File: src/rtl/wb_arbiter2_if.sv
// Bus-side signals of the two-master Wishbone B4 arbiter.
// slave: the arbiter's view; master: the surrounding system/bench view.
interface wb_arbiter2_if;
  logic m0_cyc;
  logic m1_cyc;
  logic bus_ack;
  logic bus_err;
  logic bus_rty;
  logic sel;
  logic gnt0;
  logic gnt1;
  logic busy;
  logic timeout;

  modport slave (
    input  m0_cyc, m1_cyc, bus_ack, bus_err, bus_rty,
    output sel, gnt0, gnt1, busy, timeout
  );

  modport master (
    output m0_cyc, m1_cyc, bus_ack, bus_err, bus_rty,
    input  sel, gnt0, gnt1, busy, timeout
  );
endinterface

File: src/rtl/wb_arbiter2.sv
// Two-master Wishbone B4 round-robin arbiter, grant held for the whole CYC.
// Optional bus watchdog enabled by defining WB_ARB_TIMEOUT_EN.
module wb_arbiter2 #(
  parameter int TIMEOUT_CYCLES = 1023,
  parameter int CNT_W          = 10
) (
  input logic         clk,
  input logic         rst,
  wb_arbiter2_if.slave bus
);

  localparam logic [1:0] IDLE = 2'd0;
  localparam logic [1:0] GNT0 = 2'd1;
  localparam logic [1:0] GNT1 = 2'd2;

  logic [1:0] state, nxt;
  logic       last_gnt;
  logic       sel_q, gnt0_q, gnt1_q, busy_q;
  logic       resp;

  assign resp = bus.bus_ack | bus.bus_err | bus.bus_rty;

  always_comb begin
    nxt = state;
    unique case (state)
      IDLE: begin
        if (bus.m0_cyc && bus.m1_cyc) nxt = last_gnt ? GNT0 : GNT1;
        else if (bus.m0_cyc)          nxt = GNT0;
        else if (bus.m1_cyc)          nxt = GNT1;
      end
      GNT0: begin
        if (!bus.m0_cyc) nxt = bus.m1_cyc ? GNT1 : IDLE;
      end
      GNT1: begin
        if (!bus.m1_cyc) nxt = bus.m0_cyc ? GNT0 : IDLE;
      end
      default: nxt = IDLE;
    endcase
  end

  always_ff @(posedge clk or posedge rst) begin
    if (rst) begin
      state    <= IDLE;
      last_gnt <= 1'b1;
      sel_q    <= 1'b0;
      gnt0_q   <= 1'b0;
      gnt1_q   <= 1'b0;
      busy_q   <= 1'b0;
    end else begin
      state  <= nxt;
      gnt0_q <= (nxt == GNT0);
      gnt1_q <= (nxt == GNT1);
      busy_q <= (nxt != IDLE);
      // sel only moves when ownership is handed to a new master; IDLE keeps it
      if (nxt != state && nxt == GNT0) sel_q <= 1'b0;
      if (nxt != state && nxt == GNT1) sel_q <= 1'b1;
      if (state == GNT0 && nxt != GNT0) last_gnt <= 1'b0;
      if (state == GNT1 && nxt != GNT1) last_gnt <= 1'b1;
    end
  end

  assign bus.sel  = sel_q;
  assign bus.gnt0 = gnt0_q;
  assign bus.gnt1 = gnt1_q;
  assign bus.busy = busy_q;

`ifdef WB_ARB_TIMEOUT_EN
  localparam logic [CNT_W-1:0] CNT_MAX = CNT_W'(TIMEOUT_CYCLES - 1);

  logic [CNT_W-1:0] cnt;
  logic             timeout_q;
  logic             clr;

  // a grant that is ending or changing hands must not be flagged
  assign clr = (state == IDLE) || (nxt != state) || resp;

  always_ff @(posedge clk or posedge rst) begin
    if (rst) begin
      cnt       <= '0;
      timeout_q <= 1'b0;
    end else begin
      timeout_q <= 1'b0;
      if (clr) begin
        cnt <= '0;
      end else if (cnt == CNT_MAX) begin
        cnt       <= '0;
        timeout_q <= 1'b1;
      end else begin
        cnt <= cnt + 1'b1;
      end
    end
  end

  assign bus.timeout = timeout_q;
`else
  logic unused_ok;
  assign unused_ok   = resp ^ (TIMEOUT_CYCLES > 0) ^ (CNT_W > 0);
  assign bus.timeout = 1'b0;
`endif

endmodule

File: src/flat_wrapper.sv
// flat-port wrapper written by rule: the top's interface ports become plain ports
module wb_arbiter2_flat 
#(
  parameter int TIMEOUT_CYCLES = 1023,
  parameter int CNT_W          = 10
)
  (clk, rst, bus_m0_cyc, bus_m1_cyc, bus_bus_ack, bus_bus_err, bus_bus_rty, bus_sel, bus_gnt0, bus_gnt1, bus_busy, bus_timeout);
  wb_arbiter2_if bus_i ();
  input logic clk;
  input logic rst;
  input wire logic [$bits(bus_i.m0_cyc)-1:0] bus_m0_cyc;
  input wire logic [$bits(bus_i.m1_cyc)-1:0] bus_m1_cyc;
  input wire logic [$bits(bus_i.bus_ack)-1:0] bus_bus_ack;
  input wire logic [$bits(bus_i.bus_err)-1:0] bus_bus_err;
  input wire logic [$bits(bus_i.bus_rty)-1:0] bus_bus_rty;
  output wire logic [$bits(bus_i.sel)-1:0] bus_sel;
  output wire logic [$bits(bus_i.gnt0)-1:0] bus_gnt0;
  output wire logic [$bits(bus_i.gnt1)-1:0] bus_gnt1;
  output wire logic [$bits(bus_i.busy)-1:0] bus_busy;
  output wire logic [$bits(bus_i.timeout)-1:0] bus_timeout;
  assign bus_i.m0_cyc = bus_m0_cyc;
  assign bus_i.m1_cyc = bus_m1_cyc;
  assign bus_i.bus_ack = bus_bus_ack;
  assign bus_i.bus_err = bus_bus_err;
  assign bus_i.bus_rty = bus_bus_rty;
  assign bus_sel = bus_i.sel;
  assign bus_gnt0 = bus_i.gnt0;
  assign bus_gnt1 = bus_i.gnt1;
  assign bus_busy = bus_i.busy;
  assign bus_timeout = bus_i.timeout;
  wb_arbiter2 #(.TIMEOUT_CYCLES(TIMEOUT_CYCLES), .CNT_W(CNT_W)) u_core (.clk(clk), .rst(rst), .bus(bus_i));
endmodule
File: config.mk
export PLATFORM = sky130hd
export DESIGN_NAME = wb_arbiter2_flat
export DESIGN_NICKNAME = d
export VERILOG_FILES = /design/src/rtl/wb_arbiter2_if.sv /design/src/rtl/wb_arbiter2.sv /design/src/flat_wrapper.sv
export SDC_FILE = /design/constraint.sdc
export NUM_CORES = 1
export LEC_CHECK = 0
export ABC_AREA = 1
export BUFFER_PORTS_ARGS = -buffer_cell sky130_fd_sc_hd__buf_4
export CELL_PAD_IN_SITES_DETAIL_PLACEMENT = 0
export CELL_PAD_IN_SITES_GLOBAL_PLACEMENT = 2
export CORE_MARGIN = 2
export CORE_UTILIZATION = 23
export DETAILED_ROUTE_END_ITERATION = 7
export GPL_TIMING_DRIVEN = 0
export PLACE_DENSITY = 0.69
export SLEW_MARGIN = 40
export SYNTH_ARGS = -nofsm -noshare
export SYNTH_HDL_FRONTEND = slang
export SYNTH_SLANG_ARGS = --single-unit
File: constraint.sdc
create_clock -name clk -period 1.08 [get_ports clk]
set_input_delay 0.108 -clock clk [delete_from_list [all_inputs] [get_ports clk]]
set_output_delay 0.108 -clock clk [all_outputs]
set_load 0.1 [all_outputs]
==> PnR_summary.wiki <==
{| class="wikitable"
! Metric !! Value
|-
| Number of antenna diodes || 0
|-
| Number of antenna violations at the first check in global routing || 0
|-
| Fmax || 1.01 GHz
|-
| Netlist area before placement || 308 sq um
|-
| CTS HTree Levels || 1
|-
| Status || finished, final reports clean
|-
| Pin count of the biggest net entering global routing || 8
|-
| Required time reported for the critical path endpoint || 970 ps
|-
| Post-layout net count || 56
|-
| Final wirelength || 569 microns
|-
| Fraction of registers with async set/reset || 100%
|-
| Count of different cell masters after synthesis || 12
|-
| Power density over cell area || 2980 mW/mm^2
|-
| Instance count along the most critical hold path || 3
|-
| Register-to-register path setup slack || 120 ps
|-
| Met3 WL post-DR || 47 microns
|-
| Latest clock arrival within the worst-skew pair || 250 ps
|-
| Syn nets || 43
|-
| # clock sinks || 7
|-
| Slowest stage delay, CP || 350 ps
|-
| Setup_tns || 0 ps
|-
| Class of the most critical hold timing path || in2reg
|-
| Post-cts sizing count || 0
|-
| Worst hold path endpoint || u_core.bus.sel
|-
| Critical hold path startpoint || bus_m1_cyc
|-
| Clock period minus worst slack || 988 ps
|-
| Nature of the critical path endpoint || output port
|-
| Number of optimization iterations in the first detailed-route pass || 4
|-
| LEAKAGE || 0.231 nW
|-
| DRC viols || 0
|-
| Buffers plus inverters on the worst setup path || 1
|-
| Dominant register cell in the synthesized netlist || dfrtp_1
|-
| Effective utilization at floorplan || 24.3%
|-
| Total half-perimeter wirelength after legalization and detailed placement || 440 microns
|-
| Via count of the routed design || 256
|-
| Worst-case vdd ir drop || 1.03 mV
|-
| Clock tree from TritonCTS || built
|-
| Count of standard-cell rows || 13
|-
| Clock-pin transition on the worst setup and hold timing paths || 50 ps
|-
| Number of warnings reported in the yosys synthesis log || 0
|-
| Area Overhead vs Synth || 35.4%
|-
| Routability Congestion || 0.783
|-
| Classification of the worst setup path || reg2out
|-
| Number of I/O port buffers || 7
|-
| Die boundary height || 40.6 microns
|-
| Post-CTS Hold Fix Bufs || 1
|-
| Combined area of the multi-input logic cells || 93.8 sq um
|-
| Buffers inserted by post-CTS timing repair || 0
|-
| Worst clock skew || 3.26 ps
|-
| Leading post-synthesis cells by instance count || 9 x nand2_1, 6 x dfrtp_1, 6 x inv_1
|-
| Gr ovfl total || 0
|-
| Maximum buffer depth of the clock tree || 2
|-
| DRT iter0 DRCs || 10
|-
| Startpoint kind of the worst setup timing path || flip-flop
|-
| Die Outline Area || 0.00165 sq mm
|-
| Wire length of the first global-routing pass || 890 microns
|-
| Fraction of post-synthesis cell area in the top cell type by area || 48.8%
|-
| DRT antenna net count || 0
|-
| Overall Global Routing Usage || 9.58%
|-
| Die width || 40.6 microns
|-
| Hold Fails Final Rpt || 0
|-
| Master cell of the clock root buffer || clkbuf_4
|-
| Library cell contributing the largest single delay on the critical path || dfrtp_2
|-
| Core Footprint || 0.00127 sq mm
|-
| Number of filler cells placed in the layout || 140
|-
| Fraction of layout instances using a drive strength above 1 || 35.4%
|-
| Top cells by area, synth || dfrtp_1 49%, nand2_1 11%, dfstp_2 8.5%, inv_1 7.3%, nand3_1 6.5%
|-
| Mean instance size in the synthesized netlist || 8.55 sq um
|-
| Routed wire length on met2 || 262 microns
|-
| Most common cell in the synthesized netlist || nand2_1
|-
| Clock buffers created by TritonCTS || 3
|-
| Depth of the worst register-to-register path || 5
|-
| Capture point of the worst reg-to-reg path || u_core.bus.sel
|-
| I/O pins || 12
|-
| Period utilization || 91.5%
|-
| Top routing layer in use || met4
|-
| Final-report setup violation count || 0
|-
| Cells along the critical path || buf_4
|-
| Number of synthesized flops with an enable pin || 0
|-
| Gate Count Post-Synth || 36
|-
| Crit-path max FO || 2
|-
| Final Max Slew Viols || 0
|-
| Avg Vias per Cell || 4.06
|-
| WL per Instance || 9.03 microns
|-
| Number of storage elements in the synthesis netlist || 7
|-
| Register Area || 178 sq um
|-
| Maximum Capacitance Violations || 0
|-
| FF-to-FF Start || u_core.last_gnt
|-
| Non-Filler Cell Area, Final || 417 sq um
|-
| Post-Route M1 WL || 245 microns
|-
| Worst Path Arrival || 880 ps
|-
| Synth area leader || dfrtp_1
|-
| Unrepaired setup endpoints after global routing || no
|-
| Top delay family on crit path || flip-flops
|-
| Proportion of synthesized chip area in sequential cells || 57.3%
|-
| Placed Area || 380 sq um
|-
| Vias in the first global route || 210
|}
[state kept, by name, indices dropped and copies added (netlist names)]
signal           flops
u_core.bus.gnt1      1
u_core.bus.sel       1
u_core.last_gnt      1
u_core.bus.gnt0      1
u_core.bus.busy      1
u_core.state         2
[kinds of logic (layout without fill, tap and decap cells)]
| kind of cell | count (synthesis) | after routing | share of synthesized area, % |
|---|---|---|---|
| DFF | 7 | 7 | 57.3 |
| other | 1 | 1 | 1.22 |
| AOI/OAI and AO/OA | 4 | 4 | 7.73 |
| and+or+nand+nor | 15 | 15 | 21.5 |
| buffers and inverters | 9 | 21 | 12.2 |
[stage by stage]
step	util [%]	setup slack, ps	power [mW]	instances	hold WS, ps
2_1_floorplan	-	88.7	0.898	36	-89.4
3_3_place_gp	30.0	125	1.02	58	42.7
3_5_place_dp	30.0	130	1.02	58	64.0
4_1_cts	32.8	75.4	1.27	63	93.6
5_1_grt	32.8	30.4	1.33	63	109
6_report	32.8	91.9	1.24	63	105
[routing by layer]
metal,GRT usage [%],vias to the layer above
met1,10.6,111
met5,0,-
met3,5.00,2
met2,12.3,11
li1,-,132
met4,10.0,0
[cells in the final DEF, fill, tap and decap left out]
cell type	synthesis	final
dfstp_2	1	1
nand2_2	2	2
clkbuf_1	0	1
conb_1	1	1
buf_4	1	8
inv_1	6	6
clkbuf_4	0	3
nand2_1	9	9
dfrtp_1	6	5
nand3_1	4	4
dlygate4sd3_1	0	1
inv_2	2	2
dfrtp_2	0	1
o31ai_1	1	1
a21oi_1	2	2
o22ai_1	1	1
[area by class of cell]
| class | count | share of cell area [%] |
|---|---|---|
| clock buffer | 4 | 6.31 |
| multi-input combinational | 20 | 22.5 |
| tap | 15 | 4.50 |
| buffer | 1 | 1.80 |
| timing repair buffer | 8 | 15.0 |
| inverter | 8 | 7.21 |
| sequential | 7 | 42.6 |
[power by group]
part	switching [mW]	internal (mW)
Sequential	0.0447	0.359
Clock	0.0897	0.141
Combinational	0.473	0.136
Total	0.608	0.636
[worst max path at each step]
stage | start | end | slack [ps] | cells past startpoint
finish | u_core.bus.sel | bus_sel | 90 | 1
global route | u_core.last_gnt | u_core.bus.sel | 30 | 5
CTS | u_core.bus.sel | bus_sel | 80 | 1
detailed placement | u_core.last_gnt | u_core.bus.sel | 130 | 5
global placement | u_core.last_gnt | u_core.bus.sel | 130 | 5
floorplan | u_core.bus.busy | bus_busy | 90 | 0
Note: power is estimated with default switching activity, not from simulation.
